--- config.mk ---
export PLATFORM = sky130hd
export DESIGN_NAME = imem_arbiter
export DESIGN_NICKNAME = d
export VERILOG_FILES = /design/src/rtl/imem_arb_pkg.sv /design/src/rtl/imem_starve_counter.sv /design/src/rtl/imem_arbiter.sv
export SDC_FILE = /design/constraint.sdc
export NUM_CORES = 1
export LEC_CHECK = 0
export CAP_MARGIN = 20
export CELL_PAD_IN_SITES_DETAIL_PLACEMENT = 1
export CELL_PAD_IN_SITES_GLOBAL_PLACEMENT = 1
export CORE_MARGIN = 2
export CORE_UTILIZATION = 24
export DETAILED_ROUTE_END_ITERATION = 8
export GPL_TIMING_DRIVEN = 1
export PLACE_DENSITY = 0.86
export SYNTH_ARGS = -nofsm -noshare
export SYNTH_HDL_FRONTEND = slang
export SYNTH_SLANG_ARGS = --single-unit
--- constraint.sdc ---
create_clock -name clk -period 1.6 [get_ports clk]
set_input_delay 0.16 -clock clk [delete_from_list [all_inputs] [get_ports clk]]
set_output_delay 0.16 -clock clk [all_outputs]
set_load 0.005 [all_outputs]
--- src/rtl/imem_arb_pkg.sv ---
// Shared types and defaults for the instruction-memory arbiter.
// Build option: define IMEM_BOUNDS_CHECK_EN to enable address range checking.
// Contains the grant tag type and a range-check helper.
package imem_arb_pkg;

    localparam int IMEM_ADDR_W = 16;
    localparam int IMEM_DATA_W = 32;

    // Which requester owns the memory port in a given cycle.
    typedef enum logic [1:0] {
        GNT_NONE  = 2'd0,
        GNT_FETCH = 2'd1,
        GNT_LOAD  = 2'd2
    } gnt_t;

    // True when a word address falls inside the populated part of the array.
    function automatic logic addr_in_range(input logic [IMEM_ADDR_W-1:0] addr,
                                           input int unsigned depth);
        return (32'(addr) < depth);
    endfunction

endpackage

--- src/rtl/imem_starve_counter.sv ---
// Counts consecutive cycles a loader request is denied, saturating at STARVE_LIMIT.
// Latency: count updates at the clock edge; at_limit is a decode of the registered count.
// Backpressure: none; observes req/gnt only. Cleared on grant or when the request drops.
module imem_starve_counter #(
    parameter int STARVE_LIMIT = 4,
    localparam int CNT_W = (STARVE_LIMIT < 1) ? 1 : $clog2(STARVE_LIMIT + 1)
) (
    input  logic             clk,
    input  logic             rst,
    input  logic             req,
    input  logic             gnt,
    output logic [CNT_W-1:0] cnt,
    output logic             at_limit
);

    localparam logic [CNT_W-1:0] LIMIT = CNT_W'(STARVE_LIMIT);

    logic [CNT_W-1:0] cnt_q;
    logic [CNT_W-1:0] cnt_d;

    // Next count: restart whenever the loader is served or stops asking, else saturate upward.
    always_comb begin
        cnt_d = cnt_q;
        if (!req || gnt) begin
            cnt_d = '0;
        end else if (cnt_q != LIMIT) begin
            cnt_d = cnt_q + 1'b1;
        end
    end

    // Count register.
    always_ff @(posedge clk or posedge rst) begin
        if (rst) begin
            cnt_q <= '0;
        end else begin
            cnt_q <= cnt_d;
        end
    end

    assign cnt      = cnt_q;
    assign at_limit = (cnt_q == LIMIT);

endmodule

--- src/rtl/imem_arbiter.sv ---
// Shares a single-port imem between CPU fetch (read) and host loader (write); fetch has priority.
// Latency: grant and memory command are combinational; fetch data/rvalid appear one cycle after f_gnt.
// Backpressure: the loser of a cycle sees no grant and must hold its request; starvation forces the loader.
// Build option: IMEM_BOUNDS_CHECK_EN zeroes out-of-range fetch data and drops out-of-range writes.
module imem_arbiter
    import imem_arb_pkg::*;
#(
    parameter int ADDR_W       = IMEM_ADDR_W,
    parameter int DATA_W       = IMEM_DATA_W,
    parameter int DEPTH        = 64,
    parameter int STARVE_LIMIT = 4
) (
    input  logic              clk,
    input  logic              rst,
    input  logic              f_req,
    input  logic [ADDR_W-1:0] f_addr,
    output logic              f_gnt,
    output logic              f_rvalid,
    output logic [DATA_W-1:0] f_rdata,
    input  logic              l_req,
    input  logic [ADDR_W-1:0] l_addr,
    input  logic [DATA_W-1:0] l_wdata,
    output logic              l_gnt,
    output logic [ADDR_W-1:0] m_addr,
    output logic              m_we,
    output logic [DATA_W-1:0] m_wdata,
    input  logic [DATA_W-1:0] m_rdata,
    output logic              starved
);

    localparam int CNT_W = (STARVE_LIMIT < 1) ? 1 : $clog2(STARVE_LIMIT + 1);
    localparam logic [CNT_W-1:0] LIMIT = CNT_W'(STARVE_LIMIT);

    gnt_t              gnt;
    gnt_t              tag_q;
    gnt_t              tag_d;
    logic [ADDR_W-1:0] m_addr_q;
    logic [ADDR_W-1:0] m_addr_d;
    logic [DATA_W-1:0] rdata_q;
    logic [DATA_W-1:0] rdata_d;
    logic [CNT_W-1:0]  starve_cnt;
    logic              at_limit;
    logic              l_in_range;
    logic              oob_q;
    logic              oob_d;

    imem_starve_counter #(
        .STARVE_LIMIT(STARVE_LIMIT)
    ) u_starve (
        .clk      (clk),
        .rst      (rst),
        .req      (l_req),
        .gnt      (l_gnt),
        .cnt      (starve_cnt),
        .at_limit (at_limit)
    );

    // Grant decode: loader wins when fetch is idle or the loader has been starved long enough.
    always_comb begin
        gnt = GNT_NONE;
        if (l_req && (!f_req || at_limit)) begin
            gnt = GNT_LOAD;
        end else if (f_req) begin
            gnt = GNT_FETCH;
        end
    end

    assign f_gnt   = (gnt == GNT_FETCH);
    assign l_gnt   = (gnt == GNT_LOAD);
    assign starved = (starve_cnt == LIMIT) && l_req;

`ifdef IMEM_BOUNDS_CHECK_EN
    assign l_in_range = addr_in_range(IMEM_ADDR_W'(l_addr), DEPTH);
    assign oob_d      = f_gnt && !addr_in_range(IMEM_ADDR_W'(f_addr), DEPTH);
`else
    assign l_in_range = 1'b1;
    assign oob_d      = 1'b0;
`endif

    // Memory command mux: the address holds its last value on idle cycles.
    always_comb begin
        m_addr_d = m_addr_q;
        case (gnt)
            GNT_LOAD:  m_addr_d = l_addr;
            GNT_FETCH: m_addr_d = f_addr;
            default:   m_addr_d = m_addr_q;
        endcase
    end

    assign m_addr  = m_addr_d;
    assign m_we    = l_gnt && l_in_range;
    assign m_wdata = l_wdata;

    // Read-return path: the tag marks the cycle whose memory output belongs to fetch;
    // the data register keeps the last returned word visible between reads.
    always_comb begin
        tag_d    = gnt;
        f_rvalid = (tag_q == GNT_FETCH);
        f_rdata  = rdata_q;
        if (f_rvalid) begin
            f_rdata = oob_q ? '0 : m_rdata;
        end
        rdata_d  = f_rdata;
    end

    // Pipeline and hold registers; reset drops any read still in flight.
    always_ff @(posedge clk or posedge rst) begin
        if (rst) begin
            tag_q    <= GNT_NONE;
            oob_q    <= 1'b0;
            m_addr_q <= '0;
            rdata_q  <= '0;
        end else begin
            tag_q    <= tag_d;
            oob_q    <= oob_d;
            m_addr_q <= m_addr_d;
            rdata_q  <= rdata_d;
        end
    end

endmodule

==> results.ini <==
[clock_network]
h-tree-depth = 2
clock_latency_ns = 0.30
cts_root_buf = clkbuf_8
max-clock-path-buffers = 2
cts_made_buffers = 5
clk_pin_slew_ns = 0.10
cts_tree = done
cts_hold_buf = 0
cts_sinks = 53

[cells_and_area]
num-fill-cells = 1005
utilization_pct = 46.9
antenna_cells = 0
layout_common_cells = clkdlybuf4s50_1 (67), buf_6 (64), dfrtp_1 (53), mux2_4 (32), buf_4 (29)
final_common_cell = clkdlybuf4s50_1
drive_gt1_share_pct = 53.8
area_growth_pct = 90.3
nNetsFinal = 434

[min_path]
worst_hold_path_type = input pin to asynchronous set/reset pin

[sta]
maxSlewViolCount = 0
slew_headroom_pct = 78.4
final_hold_viol_count = 0
setup_tns_ns = -12.51
period_needed_ns = 1.96
grt_setup_unrepaired = yes
worst_pin_slew_ns = 0.323
fin_ws_ns = -0.360
final-setup-viol-count = 53
skew_ns = 0.00803
whs_ns = 0.220
max_freq_mhz = 510
min_period_over_period_pct = 123

[power]
p_per_area_nw_per_um2 = 824
power_w = 0.00376
ir_drop_mv = 0.339
p_leak_nw = 2.09

[place]
routabilityCongestion = 0.671
io_buffers = 120
dpl_worst_slack_ns = -0.466
dp_hpwl_um = 4720

[grt]
grt_max_degree = 54
grt_pass1_wl_um = 13000
gr-usage-met1_pct = 17.2
use_met3_pct = 5.39
grt_pass1_vias = 2329
overflow = 0
track_usage_pct = 15.3
grt-busiest-layer = met2
use_met2_pct = 27.5
antenna_found_initial = 0

[setup_path]
cp-start-kind = flip-flop
crit_top_cell = buf_6
cp_slowest_cell = dfrtp_1
max_stage_delay_ns = 0.39
crit_fanout = 6
critPathTopFamily = buffers and inverters
cp-end-kind = primary output
crit_required_ns = 1.44
cp_cell_sequence = inv_2 -> ha_4 -> buf_6 -> nand3_4 -> nand2_4 -> buf_12 -> buf_6 -> o221a_1 -> buf_2
cp_num_buf_inv = 5
worstPathArrival_ns = 1.80
path_class = flip-flop to primary output

[detailed_routing]
vias = 2010
ant_nets = 0
drt_pass1_iterations = 3
drc_errors = 0
drt_iter0_drc = 45
routedWlPerCell_um = 18.4
via_per_inst = 4.31
drt_wl_total_um = 8580

[floorplan]
start_util_pct = 24.7
boundaryPins = 185
core_um2 = 9730
die_h_um = 104
num_rows = 36
fp.dieW_um = 104
die_area_um2 = 10800

[synth]
synth_area_um2 = 2400
postSynthAreaPerCell_um2 = 13.3
yosysWarnings = 0
syn_nets = 283
ys_seq_area_share_pct = 55.3
syn_inst = 181
synth-seq-cells = 53
ys_types = 20

[status]
violations = negative setup slack
status = finished, violations left

[job]
max_cap_viol_count = 0

==> flip-flops by register name, indices dropped and copies added (netlist names) <==
register,cells
tag_q,2
u_starve.cnt,3
m_addr_q,16
rdata_q,32
==> worst register-to-register path: stages (launching register included) <==
cell,delay (ns)
dfrtp_1,0.41
nor2b_4,0.17
buf_6,0.15
buf_16,0.12
buf_8,0.10
buf_6,0.10
mux2_4,0.31
buf_6,0.12
buf_6,0.10
==> power breakdown <==
group | internal, W | total [W] | switching (W)
Sequential | 0.00149 | 0.00154 | 0.0000498
Combinational | 0.000859 | 0.00129 | 0.000427
Clock | 0.000471 | 0.000937 | 0.000466
Total | 0.00282 | 0.00376 | 0.000943
==> through the flow <==
step | cells | cell area [um^2]
global placement | 403 | 3620
global route | 466 | 4570
detailed placement | 403 | 3620
CTS | 454 | 4250
finish | 466 | 4570
floorplan | 181 | 2400
==> path summary, 6_finish.rpt <==
check | from | endpoint | slack (ns) | cells after the start
setup / recovery | u_starve.cnt[0]$_DFFE_PP0P_ | m_addr[12] | -0.36 | 9
hold / removal | rst | rdata_q[2]$_DFF_PP0_ | 0.22 | 3
setup reg to reg | tag_q[1]$_DFF_PP0_ | rdata_q[7]$_DFF_PP0_ | -0.08 | 8
hold reg to reg | rdata_q[26]$_DFF_PP0_ | rdata_q[26]$_DFF_PP0_ | 0.51 | 1
max in group asynchronous | rst | m_addr_q[2]$_DFF_PP0_ | 1.14 | 3
min in group clk | l_wdata[0] | m_wdata[0] | 0.32 | 0
==> cells by family after synthesis <==
logic type | share of synthesized area, %
and+or+nand+nor | 5.84
buffers and inverters | 14.5
adders and majority gates | 1.04
xor gates and xnor gates | 0.365
muxes | 15.0
DFF | 55.3
AOI/OAI and AO/OA | 7.93
==> repair_timing <==
| action | in CTS | in global routing |
|---|---|---|
| setup buffers | 40 | 17 |
| gates cloned | 3 | 1 |
| gates resized for setup | 277 | 61 |
| endpoints found under the setup margin | 53 | 57 |
| pin swaps | 8 | 15 |
==> synthesized netlist by cell type, drive strengths merged <==
master | n | area, um^2
nor2 | 2 | 7.51
o221a | 16 | 180
clkbuf | 3 | 12.5
nand3 | 2 | 10.0
and3 | 1 | 6.26
ha | 2 | 25.0
or3 | 16 | 100
nor2b | 1 | 6.26
dfrtp | 53 | 1330
xnor2 | 1 | 8.76
nand2 | 2 | 10.0
inv | 8 | 30.0
a21bo | 1 | 10.0
buf | 41 | 307
mux2 | 32 | 360
==> cell type report <==
type | instances | area, um^2 | area share (%)
timing repair buffer | 188 | 1950 | 42.8
sequential | 53 | 1330 | 29.0
multi-input combinational | 76 | 975 | 21.3
tap | 133 | 166 | 3.64
clock buffer | 6 | 72.6 | 1.59
clock inverter | 2 | 38.8 | 0.850
inverter | 8 | 32.5 | 0.713
==> per-layer routing <==
layer / routed length [um] / vias up
li1: - / 899
met1: 3380 / 1004
met4: 65 / 0
met3: 587 / 6
met5: 0 / -
met2: 4550 / 101
(Power assumes the default switching activity.)
